`config.mk`:
```
export PLATFORM = sky130hd
export DESIGN_NAME = mem_port_arbiter_flat
export DESIGN_NICKNAME = d
export VERILOG_FILES = /design/src/rtl/mem_port_arbiter_if.sv /design/src/rtl/mem_port_arbiter.sv /design/src/flat_wrapper.sv
export SDC_FILE = /design/constraint.sdc
export NUM_CORES = 1
export LEC_CHECK = 0
export ABC_AREA = 1
export CAP_MARGIN = 10
export CORE_MARGIN = 8
export CORE_UTILIZATION = 45
export DETAILED_ROUTE_END_ITERATION = 16
export PLACE_DENSITY = 0.81
export SYNTH_ARGS = -nofsm -noshare
export SYNTH_HDL_FRONTEND = slang
export SYNTH_SLANG_ARGS = --single-unit
```
`constraint.sdc`:
```
create_clock -name clk -period 1.95 [get_ports clk]
set_input_delay 0.39 -clock clk [delete_from_list [all_inputs] [get_ports clk]]
set_output_delay 0.39 -clock clk [all_outputs]
set_load 0.05 [all_outputs]
```
`src/rtl/mem_port_arbiter_if.sv`:
```
// Bundle of requester-side and memory-side signals around the unified-memory port arbiter.
// master = the arbiter itself, slave = the requesters plus the memory.
interface mem_port_arbiter_if;
    logic        i_req;
    logic        d_req;
    logic        d_we;
    logic        addr_sel;
    logic        mem_req;
    logic        mem_we;
    logic        mem_ready;
    logic [31:0] mem_rdata;
    logic [31:0] rdata;
    logic        i_ack;
    logic        d_ack;
    logic        err;

    modport master (
        input  i_req, d_req, d_we, mem_ready, mem_rdata,
        output addr_sel, mem_req, mem_we, rdata, i_ack, d_ack, err
    );

    modport slave (
        output i_req, d_req, d_we, mem_ready, mem_rdata,
        input  addr_sel, mem_req, mem_we, rdata, i_ack, d_ack, err
    );
endinterface

```
`src/rtl/mem_port_arbiter.sv`:
```
// Shares the single-ported unified memory between instruction fetch and the MEM stage,
// with alternating tie-break, registered completion and a hung-access watchdog.
module mem_port_arbiter #(
    parameter int TIMEOUT = 15
) (
    input logic                clk,
    input logic                rst_n,
    mem_port_arbiter_if.master bus
);
    typedef enum logic [1:0] {
        IDLE   = 2'd0,
        BUSY_I = 2'd1,
        BUSY_D = 2'd2
    } state_t;

    localparam logic [7:0] WAIT_LAST = 8'(TIMEOUT - 1);

    state_t      state_r, state_nxt_s;
    logic        last_d_r, last_d_nxt_s;
    logic [7:0]  wait_r, wait_nxt_s;
    logic        addr_sel_r, addr_sel_nxt_s;
    logic        mem_req_r, mem_req_nxt_s;
    logic        mem_we_r, mem_we_nxt_s;
    logic        i_ack_r, i_ack_nxt_s;
    logic        d_ack_r, d_ack_nxt_s;
    logic        err_r, err_nxt_s;
    logic [31:0] rdata_r, rdata_nxt_s;

    logic i_eff_s, d_eff_s, grant_i_s, grant_d_s, tmo_s;

    // A requester is ignored in its own ack cycle so a still-high level cannot re-grant.
    assign i_eff_s   = bus.i_req & ~i_ack_r;
    assign d_eff_s   = bus.d_req & ~d_ack_r;
    assign grant_d_s = d_eff_s & (~i_eff_s | ~last_d_r);
    assign grant_i_s = i_eff_s & (~d_eff_s | last_d_r);
    assign tmo_s     = (wait_r == WAIT_LAST);

    // State and registered-output flops.
    always_ff @(posedge clk or negedge rst_n) begin
        if (!rst_n) begin
            state_r    <= IDLE;
            last_d_r   <= 1'b0;
            wait_r     <= 8'd0;
            addr_sel_r <= 1'b0;
            mem_req_r  <= 1'b0;
            mem_we_r   <= 1'b0;
            i_ack_r    <= 1'b0;
            d_ack_r    <= 1'b0;
            err_r      <= 1'b0;
            rdata_r    <= 32'd0;
        end else begin
            state_r    <= state_nxt_s;
            last_d_r   <= last_d_nxt_s;
            wait_r     <= wait_nxt_s;
            addr_sel_r <= addr_sel_nxt_s;
            mem_req_r  <= mem_req_nxt_s;
            mem_we_r   <= mem_we_nxt_s;
            i_ack_r    <= i_ack_nxt_s;
            d_ack_r    <= d_ack_nxt_s;
            err_r      <= err_nxt_s;
            rdata_r    <= rdata_nxt_s;
        end
    end

    // Next-state selection.
    always_comb begin
        state_nxt_s = state_r;
        case (state_r)
            IDLE: begin
                if (grant_d_s) begin
                    state_nxt_s = BUSY_D;
                end else if (grant_i_s) begin
                    state_nxt_s = BUSY_I;
                end else begin
                    state_nxt_s = IDLE;
                end
            end
            BUSY_I, BUSY_D: begin
                if (bus.mem_ready || tmo_s) begin
                    state_nxt_s = IDLE;
                end else begin
                    state_nxt_s = state_r;
                end
            end
            default: state_nxt_s = IDLE;
        endcase
    end

    // Next values of the registered outputs, tie-break memory and watchdog.
    always_comb begin
        last_d_nxt_s   = last_d_r;
        wait_nxt_s     = wait_r;
        addr_sel_nxt_s = addr_sel_r;
        mem_req_nxt_s  = mem_req_r;
        mem_we_nxt_s   = mem_we_r;
        rdata_nxt_s    = rdata_r;
        i_ack_nxt_s    = 1'b0;
        d_ack_nxt_s    = 1'b0;
        err_nxt_s      = 1'b0;
        case (state_r)
            IDLE: begin
                if (grant_d_s) begin
                    addr_sel_nxt_s = 1'b1;
                    mem_req_nxt_s  = 1'b1;
                    mem_we_nxt_s   = bus.d_we;
                    last_d_nxt_s   = 1'b1;
                    wait_nxt_s     = 8'd0;
                end else if (grant_i_s) begin
                    addr_sel_nxt_s = 1'b0;
                    mem_req_nxt_s  = 1'b1;
                    mem_we_nxt_s   = 1'b0;
                    last_d_nxt_s   = 1'b0;
                    wait_nxt_s     = 8'd0;
                end else begin
                    mem_req_nxt_s  = 1'b0;
                    mem_we_nxt_s   = 1'b0;
                end
            end
            BUSY_I, BUSY_D: begin
                if (bus.mem_ready) begin
                    mem_req_nxt_s = 1'b0;
                    mem_we_nxt_s  = 1'b0;
                    rdata_nxt_s   = bus.mem_rdata;
                    i_ack_nxt_s   = (state_r == BUSY_I);
                    d_ack_nxt_s   = (state_r == BUSY_D);
                end else if (tmo_s) begin
                    // Watchdog abort: complete with err and zeroed data.
                    mem_req_nxt_s = 1'b0;
                    mem_we_nxt_s  = 1'b0;
                    rdata_nxt_s   = 32'd0;
                    err_nxt_s     = 1'b1;
                    i_ack_nxt_s   = (state_r == BUSY_I);
                    d_ack_nxt_s   = (state_r == BUSY_D);
                end else begin
                    wait_nxt_s    = wait_r + 8'd1;
                end
            end
            default: begin
                mem_req_nxt_s = 1'b0;
                mem_we_nxt_s  = 1'b0;
            end
        endcase
    end

    assign bus.addr_sel = addr_sel_r;
    assign bus.mem_req  = mem_req_r;
    assign bus.mem_we   = mem_we_r;
    assign bus.rdata    = rdata_r;
    assign bus.i_ack    = i_ack_r;
    assign bus.d_ack    = d_ack_r;
    assign bus.err      = err_r;
endmodule

```
`src/flat_wrapper.sv`:
```
// flat-port wrapper written by rule: the top's interface ports become plain ports
module mem_port_arbiter_flat 
#(
    parameter int TIMEOUT = 15
)
  (clk, rst_n, bus_i_req, bus_d_req, bus_d_we, bus_mem_ready, bus_mem_rdata, bus_addr_sel, bus_mem_req, bus_mem_we, bus_rdata, bus_i_ack, bus_d_ack, bus_err);
  mem_port_arbiter_if bus_i ();
  input logic clk;
  input logic rst_n;
  input wire logic [$bits(bus_i.i_req)-1:0] bus_i_req;
  input wire logic [$bits(bus_i.d_req)-1:0] bus_d_req;
  input wire logic [$bits(bus_i.d_we)-1:0] bus_d_we;
  input wire logic [$bits(bus_i.mem_ready)-1:0] bus_mem_ready;
  input wire logic [$bits(bus_i.mem_rdata)-1:0] bus_mem_rdata;
  output wire logic [$bits(bus_i.addr_sel)-1:0] bus_addr_sel;
  output wire logic [$bits(bus_i.mem_req)-1:0] bus_mem_req;
  output wire logic [$bits(bus_i.mem_we)-1:0] bus_mem_we;
  output wire logic [$bits(bus_i.rdata)-1:0] bus_rdata;
  output wire logic [$bits(bus_i.i_ack)-1:0] bus_i_ack;
  output wire logic [$bits(bus_i.d_ack)-1:0] bus_d_ack;
  output wire logic [$bits(bus_i.err)-1:0] bus_err;
  assign bus_i.i_req = bus_i_req;
  assign bus_i.d_req = bus_d_req;
  assign bus_i.d_we = bus_d_we;
  assign bus_i.mem_ready = bus_mem_ready;
  assign bus_i.mem_rdata = bus_mem_rdata;
  assign bus_addr_sel = bus_i.addr_sel;
  assign bus_mem_req = bus_i.mem_req;
  assign bus_mem_we = bus_i.mem_we;
  assign bus_rdata = bus_i.rdata;
  assign bus_i_ack = bus_i.i_ack;
  assign bus_d_ack = bus_i.d_ack;
  assign bus_err = bus_i.err;
  mem_port_arbiter #(.TIMEOUT(TIMEOUT)) u_core (.clk(clk), .rst_n(rst_n), .bus(bus_i));
endmodule
```
==> flow_summary.json <==
{
  "status": "completed",
  "finClkSkew_ns": 0.007655,
  "worst_setup_path_end_kind": "output port",
  "power_leakage_uw": 0.001605,
  "syn_area_per_cell_um2": 8.389,
  "grt_usage_pct": 14.63,
  "worst_hold_slack_ns": 0.1702,
  "die_w_um": 85.76,
  "final_cell_mix": "nand2_1 (130), clkdlybuf4s50_1 (67), dfrtp_1 (48), inv_1 (18), nand2_2 (12)",
  "core-area_um2": 4723,
  "start_util_pct": 46.36,
  "routed_wl_mm": 5.091,
  "crit_chain": "clkdlybuf4s50_1",
  "maxCapViolCount": 0,
  "r2r_slack_ns": 0.28,
  "wl_per_cell_um": 12.45,
  "ys_ff_latch": 48,
  "hold_viol_final": 0,
  "min_period_ns": 1.891,
  "placed_cell_area_um2": 2987,
  "slew_headroom_pct": 61.26,
  "diodes": 0,
  "antenna_found_initial": 0,
  "globalplace.congestion": 0.8530,
  "peakVddDrop_mv": 0.8106,
  "cts_tree": "done",
  "cts_max_level": 2,
  "cp_num_buf_inv": 1,
  "clkSlewWorstSetupHoldPaths_ns": 0.09,
  "clockBufferDepth": 2,
  "io-pin-count": 76,
  "min_path_type": "input port to async pin",
  "grt_pass1_vias": 1862,
  "crit_family": "buffers and inverters",
  "synth_top_area_share_pct": 54.86,
  "critical-path-max-stage-delay_ns": 0.82,
  "drt-vias-per-instance": 4.584,
  "critical_path_class": "flop to output port",
  "dpl_worst_slack_ns": 0.2808,
  "synth_area_leader_cell": "dfrtp_1",
  "slowest_stage": "clkdlybuf4s50_1",
  "drive_above_1_share_pct": 11.11,
  "design_area_um2": 3092,
  "cts_made_buffers": 5,
  "final_nets": 384,
  "cts.sinks": 48,
  "drc": 0,
  "grt_pass1_wl_mm": 8.597,
  "first_pass_iters": 4,
  "final_util_pct": 65.46,
  "port_buffers": 75,
  "setup_ws_ns": 0.05899,
  "synth_nets": 304,
  "drv_slew": 0,
  "period_share_pct": 96.98,
  "grt_max_degree": 49,
  "detail_route.iter0.violations": 77,
  "cp.required_ns": 1.56,
  "setup_tns_ns": 0,
  "die_h_um": 85.76,
  "root_buffer": "clkbuf_8",
  "rsz0062_at_grt": "no",
  "dieArea_um2": 7354,
  "ys_seq_area_share_pct": 54.86,
  "syn_inst": 261,
  "setup_viol": 0,
  "synth.cell_area_um2": 2190,
  "max_freq_mhz": 528.8,
  "synthTopCellsByArea": "dfrtp_1 (55%), nand2_1 (22%), nand2_2 (3.4%)",
  "worstSkewPairLatency_ns": 0.30,
  "rows": 25,
  "tightestPinTransition_ns": 0.5811,
  "power_density_nw_per_um2": 1775,
  "cp-start-kind": "flop",
  "syn_to_final_growth_pct": 41.20,
  "dp_hpwl_mm": 3.798,
  "final_common_cell": "nand2_1",
  "via_count": 1875,
  "postRouteAntennaNets": 0,
  "overflow": 0,
  "crit_fanout": 2,
  "worstPathArrival_ns": 1.50,
  "ys.warnings.count": 0,
  "yosysUniqueCellTypes": 21
}
## synthesized netlist by cell type (all sizes together)
master / instances
nand4: 5
nand3: 8
nand2: 142
nor3: 2
nor2: 13
ha: 5
buf: 6
inv: 22
o21ai: 4
dfrtp: 48
a21oi: 1
xor2: 3
a31oi: 1
o21bai: 1
## cells by family after synthesis
| group | Yosys count | synth area share [%] |
|---|---|---|
| XOR/XNOR | 3 | 1.200 |
| flip-flops | 48 | 54.86 |
| AND/OR/NAND/NOR | 170 | 32.46 |
| adder cells (fa/ha/maj) | 5 | 2.857 |
| AO/OA/AOI/OAI | 7 | 2.457 |
| buffers and inverters | 28 | 6.171 |
## where the power goes
group / leakage (uW) / internal, uW / switching, uW / total (uW)
logic: 0.000948 / 1020 / 2230 / 3250
clock network: 0.0000434 / 287 / 338 / 625
registers: 0.000613 / 1390 / 226 / 1620
## what timing repair did
action                                  4_1_cts  5_1_grt
buffers inserted                              0        0
hold buffers                                  0        0
gates resized for setup                       0        3
endpoints found under the hold margin         0        0
endpoints found under the setup margin        0        3
## path summary, 6_finish.rpt
path,startpoint,endpoint,cells after the start
max in group asynchronous,rst_n,u_core.wait_r[3],2
worst min-delay path,rst_n,u_core.bus.err,2
worst min register to register,u_core.bus.rdata[5],u_core.bus.rdata[5],2
min in group clk,u_core.bus.rdata[5],u_core.bus.rdata[5],2
worst max-delay path,u_core.bus.rdata[21],bus_rdata[21],1
worst max register to register,u_core.state_r[0],u_core.bus.rdata[3],8
## registers in the layout (all words and copies together), names as in the netlist
name,count
u_core.wait_r,8
u_core.bus.i_ack,1
u_core.bus.mem_we,1
u_core.last_d_r,1
u_core.bus.mem_req,1
u_core.bus.rdata,32
u_core.state_r,2
u_core.bus.err,1
u_core.bus.d_ack,1
## per-layer routing
layer	part of all wire [%]	up-vias	track usage, %
met5	0	-	0
met4	0.81	0	4.459
met3	9.8	4	6.399
met2	44	61	22.85
met1	45	862	17.72
li1	-	948	-
## final cells by class
class	instances	area, um2
Fill cell	399	1632
Sequential cell	48	1201
Multi-Input combinational cell	185	853.3
Inverter	22	82.58
Clock inverter	2	15.01
Tap cell	67	83.83
Timing Repair Buffer	79	773.2
Clock buffer	6	82.58
## per-stage QoR
step                      total power, uW  std cells
after global placement               4849        401
after floorplan                      3893        261
final                                5487        409
after global routing                 5881        409
after detailed placement             4916        401
after CTS                            5558        409
(Power assumes the default switching activity.)
